==> src/rtl/div_unit_if.sv <==
// Start/done handshake and operand/result bus between the control unit and div_unit.
// The div_unsigned select exists only when DIV_UNSIGNED_EN is defined.
interface div_unit_if;
  logic        div_start;
  logic [31:0] dividend;
  logic [31:0] divisor;
`ifdef DIV_UNSIGNED_EN
  logic        div_unsigned;
`endif
  logic [31:0] lo;
  logic [31:0] hi;
  logic        div_busy;
  logic        div_done;
  logic        div_zero;

`ifdef DIV_UNSIGNED_EN
  modport master (output div_start, dividend, divisor, div_unsigned,
                  input  lo, hi, div_busy, div_done, div_zero);
  modport slave  (input  div_start, dividend, divisor, div_unsigned,
                  output lo, hi, div_busy, div_done, div_zero);
`else
  modport master (output div_start, dividend, divisor,
                  input  lo, hi, div_busy, div_done, div_zero);
  modport slave  (input  div_start, dividend, divisor,
                  output lo, hi, div_busy, div_done, div_zero);
`endif
endinterface

==> src/rtl/div_unit.sv <==
// Multicycle 32-bit restoring divider (DIV, plus DIVU when DIV_UNSIGNED_EN is defined).
// One quotient bit per cycle; quotient to lo, remainder to hi, both registered.
module div_unit (
  input logic       clk,
  input logic       reset,
  div_unit_if.slave bus
);

  localparam logic [1:0] S_IDLE = 2'd0;
  localparam logic [1:0] S_RUN  = 2'd1;
  localparam logic [1:0] S_FIX  = 2'd2;

  logic [1:0]  state;
  logic [4:0]  count;
  logic [31:0] prem;
  logic [31:0] shreg;
  logic [31:0] mag_b;
  logic        neg_q;
  logic        neg_r;
  logic [31:0] lo_r;
  logic [31:0] hi_r;
  logic        busy_r;
  logic        done_r;
  logic        zero_r;

  logic        unsigned_op;
  logic        sa;
  logic        sb;
  logic [31:0] mag_a_in;
  logic [31:0] mag_b_in;
  logic [32:0] trial;
  logic [32:0] diff;
  logic        ge;

`ifdef DIV_UNSIGNED_EN
  assign unsigned_op = bus.div_unsigned;
`else
  assign unsigned_op = 1'b0;
`endif

  // 0x80000000 negates to itself, which is already the correct unsigned magnitude.
  always_comb begin
    sa       = ~unsigned_op & bus.dividend[31];
    sb       = ~unsigned_op & bus.divisor[31];
    mag_a_in = sa ? (32'd0 - bus.dividend) : bus.dividend;
    mag_b_in = sb ? (32'd0 - bus.divisor)  : bus.divisor;
    trial    = {prem, shreg[31]};
    diff     = trial - {1'b0, mag_b};
    ge       = ~diff[32];
  end

  // shreg starts as |A| and fills with quotient bits from the bottom as dividend bits leave the top.
  always_ff @(posedge clk or negedge reset) begin
    if (!reset) begin
      state  <= S_IDLE;
      count  <= '0;
      prem   <= '0;
      shreg  <= '0;
      mag_b  <= '0;
      neg_q  <= 1'b0;
      neg_r  <= 1'b0;
      lo_r   <= '0;
      hi_r   <= '0;
      busy_r <= 1'b0;
      done_r <= 1'b0;
      zero_r <= 1'b0;
    end else begin
      done_r <= 1'b0;
      zero_r <= 1'b0;
      case (state)
        S_IDLE: begin
          if (bus.div_start) begin
            if (bus.divisor == '0) begin
              zero_r <= 1'b1;
            end else begin
              shreg  <= mag_a_in;
              mag_b  <= mag_b_in;
              neg_q  <= sa ^ sb;
              neg_r  <= sa;
              prem   <= '0;
              count  <= '0;
              busy_r <= 1'b1;
              state  <= S_RUN;
            end
          end
        end
        S_RUN: begin
          prem  <= ge ? diff[31:0] : trial[31:0];
          shreg <= {shreg[30:0], ge};
          count <= count + 5'd1;
          if (count == 5'd31) state <= S_FIX;
        end
        S_FIX: begin
          lo_r   <= neg_q ? (32'd0 - shreg) : shreg;
          hi_r   <= neg_r ? (32'd0 - prem)  : prem;
          done_r <= 1'b1;
          busy_r <= 1'b0;
          state  <= S_IDLE;
        end
        default: state <= S_IDLE;
      endcase
    end
  end

  assign bus.lo       = lo_r;
  assign bus.hi       = hi_r;
  assign bus.div_busy = busy_r;
  assign bus.div_done = done_r;
  assign bus.div_zero = zero_r;

endmodule

==> src/flat_wrapper.sv <==
// flat-port wrapper written by rule: the top's interface ports become plain ports
module div_unit_flat 
  (clk, reset, bus_div_start, bus_dividend, bus_divisor, bus_lo, bus_hi, bus_div_busy, bus_div_done, bus_div_zero);
  div_unit_if bus_i ();
  input logic clk;
  input logic reset;
  input wire logic [$bits(bus_i.div_start)-1:0] bus_div_start;
  input wire logic [$bits(bus_i.dividend)-1:0] bus_dividend;
  input wire logic [$bits(bus_i.divisor)-1:0] bus_divisor;
  output wire logic [$bits(bus_i.lo)-1:0] bus_lo;
  output wire logic [$bits(bus_i.hi)-1:0] bus_hi;
  output wire logic [$bits(bus_i.div_busy)-1:0] bus_div_busy;
  output wire logic [$bits(bus_i.div_done)-1:0] bus_div_done;
  output wire logic [$bits(bus_i.div_zero)-1:0] bus_div_zero;
  assign bus_i.div_start = bus_div_start;
  assign bus_i.dividend = bus_dividend;
  assign bus_i.divisor = bus_divisor;
  assign bus_lo = bus_i.lo;
  assign bus_hi = bus_i.hi;
  assign bus_div_busy = bus_i.div_busy;
  assign bus_div_done = bus_i.div_done;
  assign bus_div_zero = bus_i.div_zero;
  div_unit u_core (.clk(clk), .reset(reset), .bus(bus_i));
endmodule
==> config.mk <==
export PLATFORM = sky130hd
export DESIGN_NAME = div_unit_flat
export DESIGN_NICKNAME = d
export VERILOG_FILES = /design/src/rtl/div_unit_if.sv /design/src/rtl/div_unit.sv /design/src/flat_wrapper.sv
export SDC_FILE = /design/constraint.sdc
export NUM_CORES = 1
export LEC_CHECK = 0
export ABC_CLOCK_PERIOD_IN_PS = 7500
export CORE_MARGIN = 4
export CORE_UTILIZATION = 40
export DETAILED_ROUTE_END_ITERATION = 10
export GPL_ROUTABILITY_DRIVEN = 0
export SLEW_MARGIN = 20
export SYNTH_ARGS = -nofsm -noshare
export SYNTH_HDL_FRONTEND = slang
export SYNTH_SLANG_ARGS = --single-unit
==> constraint.sdc <==
create_clock -name clk -period 7.5 [get_ports clk]
set_input_delay 2.25 -clock clk [delete_from_list [all_inputs] [get_ports clk]]
set_output_delay 2.25 -clock clk [all_outputs]
set_load 0.01 [all_outputs]
Word-level counts from Yosys, hierarchy flattened
Index checks and enable logic that the tools add are counted.

Reduce and logical (&&, ||, !) cells: 8. Bitwise logic cells: 3. Eq/ne operators: 6. Add/subtract/negate cells: 6. Mux-type cells: 25.

Operators by type and width (number): 2-to-1 mux 32 bit (9); one-hot mux 32 bit (2 select lines) (2); subtractor 1 x 32 -> 32 bit (first input constant) (4); subtractor 33 x 32 -> 33 bit (1); zero test 32 bit (1); AND reduction 3 bit (4); 2-to-1 mux 5 bit (2); one-hot mux 5 bit (2 select lines) (1); 2-to-1 mux 1 bit (6); 2-to-1 mux 2 bit (3); adder 5 x 1 -> 5 bit (second input constant) (1); equality test 5 bit (second input constant) (1); != test 2 bit (second input constant) (2); one-hot mux 2 bit (2 select lines) (1); nonzero test 2 bit (2); equality test 2 x 1 -> 1 bit (second input constant) (1); equality test 2 bit (second input constant) (1); zero test 2 bit (1); != test 2 x 1 -> 1 bit (second input constant) (1); NOT 1 bit (2); one-hot mux 1 bit (2 select lines) (1); bitwise XOR 1 bit (1).

Bits of input ports: 67. Output and inout bits: 67. Bits in registers: 172.

Logic depth before layout (Yosys ltp)
Gate-level depths: netlist of the first run.

Depth in word-level cells: 5. Depth in mapped cells: 13.

Least setup slack after synthesis of the first run
OpenSTA, ideal clock, no wires.

Path kind: input port to flip-flop. From: input bus_dividend[8]. To: register u_core.shreg[28]. Path slack: 2.713 ns. Path buffers: 0. Cell stages on the path: 8. Setup time: 0.130 ns. Arrival: 4.657 ns. Cell sequence: or4_4 > or4_4 > or3_4 > or2_4 > or3_4 > o31ai_2 > xor2_1 > o21ai_1.

Cells in the longest elaborated chain, start to end: 5.

Ends and longest elaborated chain: start: declaration (line flat_wrapper.sv:8) `input wire logic [$bits(bus_i.dividend)-1:0] bus_dividend;`; subtractor 1 x 32 -> 32 bit (line div_unit.sv:45) `mag_a_in = sa ? (32'd0 - bus.dividend) : bus.dividend;`; 2-to-1 mux 32 bit (line div_unit.sv:45); 2-to-1 mux 32 bit (line div_unit.sv:73) `if (bus.divisor == '0) begin`; 2-to-1 mux 32 bit (line div_unit.sv:72) `if (bus.div_start) begin`; one-hot mux 32 bit (2 select lines) (line div_unit.sv:70) `case (state)`; end signal: assignment (line div_unit.sv:76) `shreg <= mag_a_in;`; end signal: assignment (line div_unit.sv:89) `shreg <= {shreg[30:0], ge};`; end: declaration (line div_unit.sv:16) `logic [31:0] shreg;`.

No other way between the ends. The select of a mux whose other input is x is not followed. A chain may end at the register's enable or synchronous reset.

Worst setup path after layout of the first run
From: input bus_divisor[0]. To: register u_core.prem[10].

Cells in the longest elaborated chain, start to end: 3.

Ends and longest elaborated chain: start: declaration (line flat_wrapper.sv:9) `input wire logic [$bits(bus_i.divisor)-1:0] bus_divisor;`; zero test 32 bit (line div_unit.sv:73); != test 2 bit (no line); AND reduction 3 bit (no line); end signal: assignment (line div_unit.sv:88) `prem <= ge ? diff[31:0] : trial[31:0];`; end: declaration (line div_unit.sv:15) `logic [31:0] prem;`.

No other way between the ends.

==> flow_summary.toml, run 1 <==
[status]
status = "complete, no violations"

[floorplan]
initial_core_util = 0.407
rows = 61
die-area_sq_um = 31100
coreArea_sq_um = 27900
die_h_microns = 176
die_w_microns = 176
ios = 134

[critical_path]
r2r-start = "u_core.prem[26]"
rr_endpoint = "u_core.prem[18]"
crit_path_start_kind = "input port"
worst-r2r-setup-slack_ns = 3.32
crit_arrival_ns = 5.96
crit_required_ns = 7.83
path_cells = "clkdlybuf4s50_1 > inv_1 > ha_1 > or3b_2 > or2_2 > nor2b_1 > nand4_1 > o31a_2 > nor2_4 > buf_4 > nand2_1 > o211ai_1"
r2r_cells = 9
worstSetupPathType = "in2reg"
cp-end-kind = "flop"
path_max_fanout = 32
max_stage_delay_ns = 0.72
critPathSlowestCell = "nor2_4"

[synth]
synthCells = 1322
synthFlopType = "dfrtp_1"
ys_async_sr_fraction = 1.00
ys_seq_elements = 172
ys_types = 63
ys_seq_area_frac = 0.380
synth_area_sq_um = 11300
synth_area_per_cell_sq_um = 8.57
yosysTopAreaCellShare = 0.380
yosysWarningCount = 0
synth_top_cell_by_area = "dfrtp_1"
synth_enable_flop_cells = 0
synth.area.top_cells = "dfrtp_1 (38%), xor2_1 (8.0%), o21ai_0 (7.2%)"
syn_nets = 1428

[sta]
worstMarginPinSlew_ns = 1.05
period_minus_slack_ns = 5.62
max_slew_margin = 0.301
post-route-period-util = 0.750
slew_viol_final = 0
setup_viol = 0
setup_ws_ns = 1.88
grt_setup_unrepaired = "no"
hold_ws_ns = 0.478
hold_viol_final = 0
setup_tns_ns = 0
skew_ns = 0.0177
max_freq_mhz = 178

[placed_design]
pre_cts_slack_ns = 1.22
hpwl_microns = 22100
dp.cells = 1769
port_buffers = 133

[hold_path]
hp-class = "reg2reg"
hold_start = "u_core.bus.hi[26]"
hold_depth = 2
holdPathEnd = "u_core.bus.hi[26]"

[cts]
cts_tree = "built"
clkTransAtPathRegs_ns = 0.07
clk_path_buf_depth = 2
htreeDepth = 4
holdBufCountCts = 0
postCtsSetupBuffers = 0
clk_latency_ns = 0.43
clkSinkCount = 172
cts_made_buffers = 17
cts.repair.resized = 0
cts_root_buffer = "clkbuf_16"

[power]
leakage_uw = 0.00566
combPwrFrac = 0.573
sw_frac_of_total = 0.466
clockPowerShare = 0.142
powerDensity_nw_per_um2 = 463
seq_power_share = 0.285
internal_power_uw = 3350
vdd_drop_max_mv = 0.229
p_sw_uw = 2930

[detailed_routing]
viasPerCell = 5.50
drc = 0
drt-pass1-iter-count = 5
wl_microns = 30200
first_iter_violations = 807
via_count = 9903
wl_per_cell_microns = 16.8
drtAntennaViolNets = 0

[grt]
antenna_found_initial = 0
grt_pass1_vias = 9137
grt_pass1_wl_microns = 49100
grt_max_degree = 104
gr-usage-all-layers = 0.193
overflow = 0

[finish]
antenna_cells = 0
final_layout_size_suffix_gt1_frac = 0.0527
instances_no_fill = 1801
syn2layout_area_growth_pct = 19.6
nets = 1516

[run]
drv_cap = 0
==> registers in the layout, summed over array words and instances (netlist names), 2 cells and up <==
register       cells
u_core.mag_b      32
u_core.prem       32
u_core.bus.lo     32
u_core.shreg      32
u_core.bus.hi     32
u_core.state       2
u_core.count       5
==> worst max path at each step <==
stage                         start          endpoint  slack (ns)
CTS                  bus_divisor[0]   u_core.prem[10]        1.67
finish               bus_divisor[0]   u_core.prem[10]        1.88
floorplan           bus_dividend[8]  u_core.shreg[28]        2.71
global route         bus_divisor[0]   u_core.prem[10]        1.61
global placement     bus_divisor[0]    u_core.prem[2]        1.31
detailed placement   bus_divisor[0]   u_core.prem[10]        1.22
==> logic make-up after synthesis <==
| group | after synthesis | synth area share |
|---|---|---|
| mux | 13 | 0.0116 |
| simple gates | 418 | 0.178 |
| compound gates | 407 | 0.236 |
| fa+ha+maj | 39 | 0.0437 |
| flops | 172 | 0.380 |
| buf+inv | 138 | 0.0464 |
| xor+xnor | 135 | 0.104 |
==> critical path: cells and delay by family <==
family / cells / cell delay, ns
buffers and inverters: 3 / 0.86
AO/OA/AOI/OAI: 2 / 0.71
AND/OR/NAND/NOR: 6 / 1.97
adder cells (fa/ha/maj): 1 / 0.15
==> routing by layer <==
| metal | GRT usage | wire (microns) | vias up |
|---|---|---|---|
| met5 | 0 | 0 | - |
| met4 | 0.0403 | 265 | 0 |
| met3 | 0.0281 | 1710 | 17 |
| met2 | 0.276 | 12400 | 277 |
| met1 | 0.308 | 15800 | 4640 |
| li1 | - | - | 4969 |
==> cells in the mapped netlist (all sizes together) (5+ instances only) <==
master,count
a21o,15
o21bai,6
nand2,194
xor2,104
and3,9
nand3,30
o311ai,10
xnor2,31
nor2,53
nor4,11
o211ai,37
o31a,7
nor2b,10
or3,13
or4,27
nand4,17
nand2b,10
nor3,20
or2,9
clkbuf,60
nand3b,5
ha,38
a21oi,40
o21ai,167
mux2i,12
inv,60
a22oi,18
o41ai,20
a221o,12
buf,18
o31ai,35
dfrtp,172
a31oi,7
o21a,7
==> metrics by stage <==
step,power [uW],utilization,instance area [sq um]
after floorplan,4300,-,11300
after global placement,5290,0.466,13000
after detailed placement,5350,0.466,13000
after CTS,6260,0.486,13600
after global routing,6810,0.486,13600
final,6280,0.486,13600
==> final cells by class <==
| cell class | count | area [sq um] |
|---|---|---|
| clock inverters | 12 | 139 |
| repair buffers | 147 | 1440 |
| flip-flops and latches | 172 | 4300 |
| multi-input cells | 1012 | 6540 |
| fillers | 2706 | 14300 |
| inverters | 60 | 225 |
| clock buffers | 20 | 437 |
| well taps | 378 | 473 |
==> placed cells by master (no fill, tap or decap), types with 30 or more instances in the layout <==
cell,count
o211ai_1,37
xnor2_1,31
xor2_1,104
nor2_1,52
nand3_1,30
ha_1,38
o21ai_0,163
inv_1,60
nand2_1,194
dfrtp_1,172
o31ai_1,31
clkdlybuf4s50_1,132
a21oi_1,40
==> power by group through the flow <==
stage	Sequential (uW)	Combinational, uW	Clock [uW]
after floorplan	1640	2670	0
after global placement	1780	3510	0
after detailed placement	1790	3560	0
after CTS	1780	3580	906
after global routing	1850	4020	939
final	1790	3600	889
No activity file was read; power rests on OpenSTA's default activity.
==> run 2: changes to the inputs <==
- ABC_CLOCK_PERIOD_IN_PS: 7500 -> 5100
- clock period: 7.5 -> 5.1 ns (I/O delays scaled with it)
==> flow_summary.toml, run 2 (synthesis results as in run 1) <==
[finish]
fillers = 2732
syn2layout_area_growth_pct = 20.8
nets = 1522
layout_common_cells = "nand2_1 (194), dfrtp_1 (172), o21ai_0 (163), clkdlybuf4s50_1 (132), xor2_1 (104)"
antenna_cells = 0
final_layout_size_suffix_gt1_frac = 0.0581
final_common_cell = "nand2_1"

[placed_design]
port_buffers = 133
hpwl_microns = 22500
pre_cts_slack_ns = 0.401

[cts]
postCtsSetupBuffers = 0
cts.repair.resized = 0
cts_tree = "built"
htreeDepth = 4
clk_latency_ns = 0.44
clkSinkCount = 172
clk_path_buf_depth = 2
holdBufCountCts = 0
cts_made_buffers = 17
clkTransAtPathRegs_ns = 0.07
cts_root_buffer = "clkbuf_16"

[critical_path]
critPathSlowestCell = "or4_4"
crit_required_ns = 5.41
crit_path_start_kind = "input port"
path_max_fanout = 4
path_buf_inv = 1
cp-end-kind = "flop"
critPathLaunch = "bus_dividend[8]"
max_stage_delay_ns = 0.58
crit_arrival_ns = 4.56
path_cells = "clkdlybuf4s50_1 > or4_4 > or4_4 > or3_4 > or2_4 > or3_4 > o41ai_2 > xor2_1 > o21ai_1"
r2r-start = "u_core.shreg[31]"
worstSetupPathType = "in2reg"
critPathTopFamily = "simple AND/OR/NAND/NOR gates"

[detailed_routing]
first_iter_violations = 657
drt-pass1-iter-count = 5
wl_per_cell_microns = 16.7
wl_microns = 30200
via_count = 9941
viasPerCell = 5.50
drc = 0
drtAntennaViolNets = 0

[floorplan]
rows = 61
die_h_microns = 176
coreArea_sq_um = 27900
die_w_microns = 176
ios = 134
initial_core_util = 0.407
die-area_sq_um = 31100

[grt]
grt_pass1_wl_microns = 49400
grt_pass1_vias = 9180
overflow = 0
antenna_found_initial = 0
grt_max_degree = 83
gr-usage-all-layers = 0.194

[sta]
max_slew_margin = 0.324
setup_ws_ns = 0.845
max_freq_mhz = 235
grt_setup_unrepaired = "no"
post-route-period-util = 0.834
slew_viol_final = 0
period_minus_slack_ns = 4.26
worstMarginPinSlew_ns = 1.01
skew_ns = 0.0167
setup_tns_ns = 0
setup_viol = 0
hold_viol_final = 0

[power]
internal_power_uw = 5050
clockPowerShare = 0.150
p_sw_uw = 4320
vdd_drop_max_mv = 0.388
combPwrFrac = 0.571
leakage_uw = 0.00573
seq_power_share = 0.279
sw_frac_of_total = 0.461
powerDensity_nw_per_um2 = 685

[status]
status = "complete, no violations"

[run]
drv_cap = 0

[hold_path]
hold_start = "u_core.bus.lo[20]"
hp-class = "reg2reg"
==> run 2: changes by cell type in the layout (fill, tap and decap cells not counted), sizes merged <==
| cell | previous run | this run |
|---|---|---|
| buf | 15 | 21 |
| bufinv | 2 | 3 |
| clkbuf | 20 | 17 |
| clkinv | 4 | 2 |
| inv | 63 | 67 |
==> run 2: metal layers <==
metal | vias to the layer above | track usage | part of all wire
met4 | 0 | 0.0416 | 0.0099
met5 | - | 0 | 0
li1 | 4984 | - | -
met2 | 252 | 0.278 | 0.42
met3 | 20 | 0.0302 | 0.061
met1 | 4685 | 0.307 | 0.51
==> run 2: path summary, 6_finish.rpt <==
check	cells past startpoint	slack [ns]	to
max	9	0.84	u_core.shreg[26]
min	2	0.48	u_core.bus.lo[20]
max reg2reg	12	1.05	u_core.prem[18]
min reg2reg	2	0.48	u_core.bus.lo[20]
max in group asynchronous	2	2.99	u_core.prem[23]
min in group asynchronous	1	1.03	u_core.mag_b[10]
==> run 2: power groups by stage <==
stage | Clock (uW) | Combinational (uW) | Sequential [uW]
global placement | 0 | 5240 | 2600
floorplan | 0 | 3920 | 2410
global route | 1490 | 5960 | 2700
CTS | 1430 | 5340 | 2600
detailed placement | 0 | 5310 | 2620
finish | 1410 | 5350 | 2610
==> run 2: area by class of cell <==
cell class / count / area (sq um) / area share
Inverter: 60 / 225 / 0.0165
Clock inverter: 15 / 203 / 0.0148
Tap cell: 378 / 473 / 0.0346
Sequential cell: 172 / 4300 / 0.315
Clock buffer: 17 / 425 / 0.0311
Multi-Input combinational cell: 1012 / 6540 / 0.478
Timing Repair Buffer: 153 / 1520 / 0.111
==> run 2: stage by stage <==
stage	total power, uW	hold slack, ns	std cells	area, sq um	utilization
6_report	9370	0.476	1807	13700	0.491
5_1_grt	10200	0.501	1807	13700	0.491
4_1_cts	9370	0.485	1807	13700	0.491
3_5_place_dp	7930	0.469	1775	13100	0.469
3_3_place_gp	7840	0.460	1775	13100	0.469
2_1_floorplan	6330	0.449	1322	11300	-
==> run 2: worst register-to-register path: stages (launching register included) <==
cell	delay, ns
dfrtp_1	0.38
inv_1	0.16
ha_1	0.22
fa_1	0.19
nor2b_1	0.07
o31a_1	0.28
a21oi_1	0.37
a21oi_1	0.20
or4_1	0.57
and3_1	0.37
buf_4	0.24
a2111oi_0	0.70
a311o_1	0.21
==> run 3: changes to the inputs <==
- ABC_CLOCK_PERIOD_IN_PS: 5100 -> 4200
- clock period: 5.1 -> 4.2 ns (I/O delays scaled with it)
==> flow_summary.toml, run 3 (synthesis results as in run 1) <==
[sta]
max_freq_mhz = 256
hold_ws_ns = 0.478
post-route-period-util = 0.930
grt_setup_unrepaired = "no"
worstMarginPinSlew_ns = 1.03
skew_ns = 0.0105
max_slew_margin = 0.311
slew_viol_final = 0
setup_viol = 0
setup_tns_ns = 0
hold_viol_final = 0
period_minus_slack_ns = 3.91
setup_ws_ns = 0.295

[grt]
grt_pass1_wl_microns = 51000
overflow = 0
grt_max_degree = 74
gr-usage-all-layers = 0.200
antenna_found_initial = 0
grt_pass1_vias = 9578

[finish]
final_common_cell = "nand2_1"
fillers = 2639
multi_input_area_sq_um = 6540
instances_no_fill = 1842
regArea_sq_um = 4300
nets = 1557
final_layout_size_suffix_gt1_frac = 0.0799
antenna_cells = 0
syn2layout_area_growth_pct = 23.3
layout_common_cells = "nand2_1 (194), dfrtp_1 (172), o21ai_0 (163), clkdlybuf4s50_1 (132), xor2_1 (104)"

[critical_path]
critPathTopFamily = "simple AND/OR/NAND/NOR gates"
max_stage_delay_ns = 0.55
crit_path_start_kind = "input port"
critPathSlowestCell = "or4_4"
worstSetupPathType = "in2reg"
cp-end-kind = "flop"
path_max_fanout = 4
path_cells = "clkdlybuf4s50_1 > or4_4 > or4_4 > or3_4 > or2_4 > or3_4 > o31ai_2 > xor2_1 > o21ai_1"
crit_arrival_ns = 4.21
crit_required_ns = 4.50
path_buf_inv = 1

[hold_path]
hp-class = "reg2reg"

[power]
vdd_drop_max_mv = 0.428
power_uw = 11600
powerDensity_nw_per_um2 = 828
leakage_uw = 0.00590

[detailed_routing]
drtAntennaViolNets = 0
drc = 0
first_iter_violations = 709
wl_microns = 30600
via_count = 9949
viasPerCell = 5.40
wl_per_cell_microns = 16.6
drt-pass1-iter-count = 5

[cts]
cts_tree = "built"
postCtsSetupBuffers = 0
htreeDepth = 4
cts_made_buffers = 17
clkSinkCount = 172
clkTransAtPathRegs_ns = 0.07
clk_latency_ns = 0.43
cts_root_buffer = "clkbuf_16"
holdBufCountCts = 0
cts.repair.resized = 0
clk_path_buf_depth = 2

[placed_design]
pre_cts_slack_ns = -0.147
dp.cells = 1810
hpwl_microns = 23300
port_buffers = 133

[floorplan]
die_h_microns = 176
initial_core_util = 0.407
die_w_microns = 176
ios = 134
die-area_sq_um = 31100
rows = 61
coreArea_sq_um = 27900

[status]
status = "complete, no violations"

[run]
drv_cap = 0
run 3: metrics by stage:
stage | instance area, sq um | utilization
after floorplan | 11300 | -
after global placement | 13300 | 0.479
after detailed placement | 13300 | 0.479
after CTS | 14000 | 0.502
after global routing | 14000 | 0.502
final | 14000 | 0.502
run 3: cell type report:
| class | instances | share of cell area |
|---|---|---|
| clock inverters | 12 | 0.0125 |
| well taps | 378 | 0.0338 |
| repair buffers | 188 | 0.129 |
| flip-flops and latches | 172 | 0.308 |
| inverters | 60 | 0.0161 |
| multi-input cells | 1012 | 0.468 |
| clock buffers | 20 | 0.0327 |
run 3: path summary, 6_finish.rpt:
check	start	to	slack, ns	cells past startpoint
worst max-delay path	bus_dividend[8]	u_core.shreg[28]	0.29	9
worst min-delay path	u_core.bus.hi[3]	u_core.bus.hi[3]	0.48	2
worst max register to register	u_core.prem[22]	u_core.prem[3]	0.41	9
worst min register to register	u_core.bus.hi[3]	u_core.bus.hi[3]	0.48	2
max in group asynchronous	reset	u_core.bus.hi[15]	2.41	2
min in group asynchronous	reset	u_core.mag_b[6]	0.82	1
run 3: report_power, final:
part	switching (uW)	internal, uW
registers	778	2330
logic	3780	2980
clock network	720	986
total	5280	6300
run 3: tightest hold or removal path, stage by stage (launching register included):
cell and delay (ns):
dfrtp_1 0.34, nand2_1 0.04, o21ai_0 0.06
run 3: per-layer routing:
metal  share of wire  global-route usage
met5               0                   0
met4           0.010              0.0481
met3           0.065              0.0332
met2            0.41               0.289
met1            0.51               0.313
